===== config.mk =====
export PLATFORM = sky130hd
export DESIGN_NAME = bla_engine
export DESIGN_NICKNAME = d
export VERILOG_FILES = /design/src/rtl/gpu_pkg.sv /design/src/rtl/bla_setup.sv /design/src/rtl/bla_engine.sv
export SDC_FILE = /design/constraint.sdc
export NUM_CORES = 1
export LEC_CHECK = 0
export CORE_MARGIN = 4
export CORE_UTILIZATION = 60
export DETAILED_ROUTE_END_ITERATION = 12
export PLACE_DENSITY = 0.82
export SYNTH_ARGS = -nofsm -noshare
export SYNTH_HDL_FRONTEND = slang
export SYNTH_SLANG_ARGS = --single-unit

===== constraint.sdc =====
create_clock -name clk -period 5.35 [get_ports clk]
set_clock_uncertainty 0.05 [all_clocks]
set_input_delay 1.07 -clock clk [delete_from_list [all_inputs] [get_ports clk]]
set_output_delay 1.07 -clock clk [all_outputs]
set_load 0.1 [all_outputs]

===== src/rtl/gpu_pkg.sv =====
// Shared GPU raster-path definitions: coordinate width and the line-engine state type.
package gpu_pkg;

    localparam int unsigned GPU_COORD_W = 10;

    typedef enum logic [1:0] {
        IDLE = 2'd0,
        LOAD = 2'd1,
        DRAW = 2'd2,
        DONE = 2'd3
    } bla_state_t;

endpackage


===== src/rtl/bla_setup.sv =====
// Bresenham setup: derives deltas, step directions and initial error from latched endpoints.
//   x0,y0,x1,y1 : latched endpoints (unsigned)
//   dx          : |x1-x0| (signed, COORD_W+2 bits)
//   dy          : -|y1-y0| (signed, COORD_W+2 bits)
//   err         : dx+dy, initial error term
//   x_neg,y_neg : step direction is -1 on that axis
module bla_setup
    import gpu_pkg::*;
#(
    parameter int unsigned COORD_W = GPU_COORD_W
) (
    input  logic [COORD_W-1:0]        x0,
    input  logic [COORD_W-1:0]        y0,
    input  logic [COORD_W-1:0]        x1,
    input  logic [COORD_W-1:0]        y1,
    output logic signed [COORD_W+1:0] dx,
    output logic signed [COORD_W+1:0] dy,
    output logic signed [COORD_W+1:0] err,
    output logic                      x_neg,
    output logic                      y_neg
);

    logic [COORD_W-1:0] adx;
    logic [COORD_W-1:0] ady;

    // Direction is -1 whenever start is not strictly below end; with a zero delta it never steps.
    always_comb begin
        x_neg = !(x0 < x1);
        y_neg = !(y0 < y1);
        adx   = x_neg ? (x0 - x1) : (x1 - x0);
        ady   = y_neg ? (y0 - y1) : (y1 - y0);
        dx    = $signed({2'b00, adx});
        dy    = -$signed({2'b00, ady});
        err   = dx + dy;
    end

endmodule


===== src/rtl/bla_engine.sv =====
// Bresenham line-drawing engine: walks every pixel from (x0,y0) to (x1,y1) and streams
// coordinates under a valid/ready handshake.
//   clk, n_rst      : clock, async active-low reset
//   bla_en          : level enable; sampled high in IDLE starts a line, low aborts/re-arms
//   x0,y0,x1,y1     : endpoints, latched on start
//   pix_ready       : downstream accepts the current pixel
//   pix_valid       : pix_x/pix_y hold a pixel (registered)
//   pix_x, pix_y    : current pixel coordinate (registered)
//   bla_done        : line complete, held until bla_en drops (registered)
//   busy            : engine not in IDLE (registered)
module bla_engine
    import gpu_pkg::*;
#(
    parameter int unsigned COORD_W = GPU_COORD_W
) (
    input  logic               clk,
    input  logic               n_rst,
    input  logic               bla_en,
    input  logic [COORD_W-1:0] x0,
    input  logic [COORD_W-1:0] y0,
    input  logic [COORD_W-1:0] x1,
    input  logic [COORD_W-1:0] y1,
    input  logic               pix_ready,
    output logic               pix_valid,
    output logic [COORD_W-1:0] pix_x,
    output logic [COORD_W-1:0] pix_y,
    output logic               bla_done,
    output logic               busy
);

    localparam int unsigned SW = COORD_W + 2;

    bla_state_t state;
    bla_state_t state_next;

    logic [COORD_W-1:0] lx0, ly0, lx1, ly1;
    logic signed [SW-1:0] dx, dy, err;
    logic x_neg, y_neg;

    logic signed [SW-1:0] s_dx, s_dy, s_err;
    logic s_x_neg, s_y_neg;

    logic signed [SW-1:0] e2;
    logic step_x, step_y, at_end;
    logic capture, step_en;

    bla_setup #(.COORD_W(COORD_W)) u_setup (
        .x0    (lx0),
        .y0    (ly0),
        .x1    (lx1),
        .y1    (ly1),
        .dx    (s_dx),
        .dy    (s_dy),
        .err   (s_err),
        .x_neg (s_x_neg),
        .y_neg (s_y_neg)
    );

    // Both axis decisions use the same pre-step e2 so diagonal moves happen in one cycle.
    always_comb begin
        e2     = err <<< 1;
        step_x = (e2 >= dy);
        step_y = (e2 <= dx);
        at_end = (pix_x == lx1) && (pix_y == ly1);
    end

    // State register.
    always_ff @(posedge clk or negedge n_rst) begin
        if (!n_rst) begin
            state <= IDLE;
        end else begin
            state <= state_next;
        end
    end

    // Next-state and datapath enables; dropping bla_en anywhere but IDLE returns to IDLE.
    always_comb begin
        state_next = state;
        capture    = 1'b0;
        step_en    = 1'b0;
        case (state)
            IDLE: begin
                if (bla_en) begin
                    capture    = 1'b1;
                    state_next = LOAD;
                end
            end
            LOAD: begin
                state_next = bla_en ? DRAW : IDLE;
            end
            DRAW: begin
                if (!bla_en) begin
                    state_next = IDLE;
                end else if (pix_ready) begin
                    if (at_end) begin
                        state_next = DONE;
                    end else begin
                        step_en = 1'b1;
                    end
                end
            end
            DONE: begin
                if (!bla_en) begin
                    state_next = IDLE;
                end
            end
            default: state_next = IDLE;
        endcase
    end

    // Datapath: endpoint latch, setup load, Bresenham step.
    always_ff @(posedge clk or negedge n_rst) begin
        if (!n_rst) begin
            lx0   <= '0;
            ly0   <= '0;
            lx1   <= '0;
            ly1   <= '0;
            dx    <= '0;
            dy    <= '0;
            err   <= '0;
            x_neg <= 1'b0;
            y_neg <= 1'b0;
            pix_x <= '0;
            pix_y <= '0;
        end else begin
            if (capture) begin
                lx0 <= x0;
                ly0 <= y0;
                lx1 <= x1;
                ly1 <= y1;
            end
            if (state == LOAD) begin
                dx    <= s_dx;
                dy    <= s_dy;
                err   <= s_err;
                x_neg <= s_x_neg;
                y_neg <= s_y_neg;
                pix_x <= lx0;
                pix_y <= ly0;
            end
            if (step_en) begin
                err <= err + (step_x ? dy : SW'(0)) + (step_y ? dx : SW'(0));
                if (step_x) begin
                    pix_x <= x_neg ? (pix_x - COORD_W'(1)) : (pix_x + COORD_W'(1));
                end
                if (step_y) begin
                    pix_y <= y_neg ? (pix_y - COORD_W'(1)) : (pix_y + COORD_W'(1));
                end
            end
        end
    end

    // Status outputs registered from the next state so they line up with the state register.
    always_ff @(posedge clk or negedge n_rst) begin
        if (!n_rst) begin
            pix_valid <= 1'b0;
            bla_done  <= 1'b0;
            busy      <= 1'b0;
        end else begin
            pix_valid <= (state_next == DRAW);
            bla_done  <= (state_next == DONE);
            busy      <= (state_next != IDLE);
        end
    end

endmodule


==> impl_results.rst <==
.. list-table::
   :header-rows: 1

   * - Metric
     - Value
   * - Fraction of final layout cells sized beyond drive strength 1
     - 5.35%
   * - Clock latency on the worst-skew pair
     - 0.35 ns
   * - TritonRoute pass-1 iters
     - 5
   * - RR Startpoint
     - ly1[9]$_DFFE_PN0P_
   * - Buffers inserted during post-CTS setup optimization
     - 0
   * - Clk sink count
     - 100
   * - Final Cycle Share
     - 90.4%
   * - Antenna-violating nets left
     - 0
   * - Number of synthesized flops with an enable pin
     - 0
   * - Top flip-flop cell by instance count after synthesis
     - dfrtp_1
   * - Post-synth ARST share
     - 100%
   * - Arrival time reported for the critical path endpoint
     - 5.00 ns
   * - Mean instance size in the synthesized netlist
     - 8.70 um^2
   * - Port Buffer Count
     - 66
   * - Slowest stage cell on the critical path
     - nor2_1
   * - Final-report max-slew violation count
     - 0
   * - First-pass GRT wire length
     - 34500 um
   * - Portion of the post-synthesis area used by sequential elements
     - 30.3%
   * - DRC errors left
     - 0
   * - Post-Route WL
     - 20800 um
   * - CP Data Required Time
     - 5.51 ns
   * - Maximum number of pins on one net before global-route repair
     - 80
   * - Ranking of synthesized cells by instance count
     - nand2_1, dfrtp_1, ha_1
   * - Global routing usage summed across all routing layers
     - 27.0%
   * - Drt wl/cell
     - 17.6 um
   * - Proportion of netlist area held by the largest area contributor
     - 30.3%
   * - Number of endpoints with negative hold slack in the final report
     - 0
   * - Die Y-Extent
     - 125 um
   * - Total area of sequential cells
     - 2500 um^2
   * - Result of the run
     - finished clean
   * - Nets
     - 1160
   * - Type of element capturing the critical path
     - flip-flop
   * - Maximum count of clock buffers along a single path
     - 2
   * - Post-detailed-placement half-perimeter wirelength
     - 16000 um
   * - DIE WIDTH
     - 125 um
   * - Root buf cell
     - clkbuf_16
   * - Area added between synthesis and finish
     - 14.0%
   * - Area of combinational cells with multiple inputs
     - 5320 um^2
   * - Count of buffer and inverter cells on the critical path
     - 1
   * - Crit Path Class
     - flip-flop to flip-flop
   * - DP Area
     - 9080 um^2
   * - Worst setup startpoint
     - ly1[9]$_DFFE_PN0P_
   * - Normalized max-slew margin
     - 31.7%
   * - Number of distinct library cells after synthesis
     - 64
   * - Number of vias in the routed layout
     - 7015
   * - Starting Density
     - 61.8%
   * - Combined area of all synthesized cells
     - 8250 um^2
   * - Family with the most delay on the worst path
     - compound AO/OA/AOI/OAI gates
   * - Clock buffers created by TritonCTS
     - 9
   * - Number of maximum-capacitance constraint violations
     - 0
   * - Transition at the pin with the smallest max-transition slack
     - 1.02 ns
   * - Clock Pin Slew Worst Setup and Hold Paths
     - 0.07 ns
   * - Synth top area cells
     - dfrtp_1, ha_1, nand2_1
   * - Filler Cell Count
     - 1076
   * - DRC marker count from the first detailed-route iteration
     - 397
   * - GRT overflow
     - 0
   * - Die footprint
     - 15700 um^2
   * - Count of boundary I/O pins
     - 67
   * - RSZ-0062 raised after global routing
     - no
   * - Max Freq
     - 207 MHz
   * - Average via count per standard cell
     - 5.92
   * - H-tree depth
     - 3
   * - Worst slack on hold paths
     - 0.486 ns
   * - Synthesized instance count
     - 949
   * - Worst stage delay on the critical path
     - 0.50 ns
   * - Post-route minimum period
     - 4.84 ns
   * - Cell type contributing the most total cell area after synthesis
     - dfrtp_1
   * - Largest fanout on the critical path
     - 9
   * - Post-route cell area
     - 9410 um^2
   * - Most frequently used cell type in the post-synthesis netlist
     - nand2_1
   * - Number of synthesis warnings
     - 0
   * - Number of global-route vias before repair
     - 6878
   * - Final estimated routing congestion in global placement
     - 0.953
   * - Hold Crit Start
     - lx0[9]$_DFFE_PN0P_
   * - Accumulated negative setup slack
     - 0 ns
   * - Clock tree from TritonCTS
     - yes
   * - Number of diodes
     - 0
   * - Nets in the synthesized netlist
     - 1105
   * - Initial antenna violation count
     - 0
   * - Floorplan Core Area
     - 13300 um^2
   * - CP startpoint kind
     - flip-flop
   * - Type of the tightest min-delay check
     - flip-flop to flip-flop
   * - Yosys reg bits
     - 100
   * - Placement Rows
     - 42
   * - Final setup vio count
     - 0
   * - Series of cell instances along the critical path
     - inv_1 -> ha_1 -> a21oi_1 -> o21ai_1 -> nor2_1 -> mux2_2 -> ha_1 -> xnor2_1 -> ha_1 -> nor2b_1 -> o21ai_0 -> a21oi_1 -> o21ai_0 -> nand2b_1 -> a21oi_1 -> o21ai_0 -> xnor2_1 -> o221ai_1
## what timing repair did
| item | in CTS | in global routing |
|---|---|---|
| gates resized for setup | 0 | 2 |
| hold buffers | 0 | 0 |
| setup endpoints to repair | 0 | 2 |
## layout make-up
class / instances / area share, %
multi-input cells: 730 / 56.5
flip-flops and latches: 100 / 26.6
repair buffers: 75 / 7.71
clock buffers: 12 / 2.73
inverters: 88 / 3.51
well taps: 176 / 2.34
clock inverters: 4 / 0.585
## logic make-up after synthesis
kind of cell | share of synthesized area [%]
AO/OA/AOI/OAI | 18.3
buffers and inverters | 5.56
adder cells (fa/ha/maj) | 18.6
XOR/XNOR | 7.41
flip-flops | 30.3
AND/OR/NAND/NOR | 16.6
multiplexers | 3.24
## worst reg2reg max path, cell delays in order (launching register included)
cell and delay (ns):
dfrtp_1 0.38, inv_1 0.09, ha_1 0.38, a21oi_1 0.31
o21ai_1 0.31, nor2_1 0.50, mux2_2 0.42, ha_1 0.24
xnor2_1 0.26, ha_1 0.31, nor2b_1 0.14, o21ai_0 0.22
a21oi_1 0.12, o21ai_0 0.21, nand2b_1 0.08, a21oi_1 0.22
o21ai_0 0.15, xnor2_1 0.17, o221ai_1 0.13
## routing by layer
layer / vias to the layer above / wire length, um / track usage [%]
met1: 3347 / 9380 / 37.4
met4: 0 / 455 / 8.23
met5: - / 0 / 0
met2: 229 / 9710 / 43.9
met3: 35 / 1280 / 4.31
li1: 3404 / - / -
## metrics by stage
step,setup slack (ns),utilization (%),instances
2_1_floorplan,0.859,-,949
3_3_place_gp,0.454,68.0,1169
3_5_place_dp,0.390,68.0,1169
4_1_cts,0.338,70.4,1185
5_1_grt,0.141,70.5,1185
6_report,0.513,70.5,1185
## final timing paths
kind                            cells after the start  slack (ns)             endpoint
worst min-delay path                                2        0.49   pix_x[9]$_DFF_PN0_
max in group asynchronous                           2        3.44    dx[6]$_DFFE_PN0P_
worst min register to register                      2        0.49   pix_x[9]$_DFF_PN0_
worst max register to register                     18        0.51  err[10]$_DFFE_PN0P_
min in group asynchronous                           1        0.76   bla_done$_DFF_PN0_
worst max-delay path                               18        0.51  err[10]$_DFFE_PN0P_
## state kept, by name, summed over array words and instances, names as in the netlist
signal / cells
lx0: 10
busy: 1
err: 11
bla_done: 1
pix_valid: 1
pix_x: 10
x_neg: 1
dy: 12
lx1: 10
pix_y: 10
ly0: 10
y_neg: 1
ly1: 10
dx: 10
state: 2
## placed cells by master, fill, tap and decap left out, drive strengths merged, types with 16 or more instances in the layout
cell | netlist | routed
a21o | 16 | 16
a21oi | 48 | 48
a31oi | 21 | 21
and2 | 22 | 22
clkdlybuf4s50 | 0 | 65
dfrtp | 100 | 100
fa | 18 | 18
ha | 94 | 94
inv | 88 | 90
nand2 | 118 | 118
nor2 | 47 | 47
nor2b | 18 | 18
nor3 | 25 | 25
o21ai | 88 | 88
xnor2 | 37 | 37
xor2 | 32 | 32
Power is left out: the tool's default activity adds up to more than one toggle a clock period on the data nets, which glitch-free logic cannot reach.
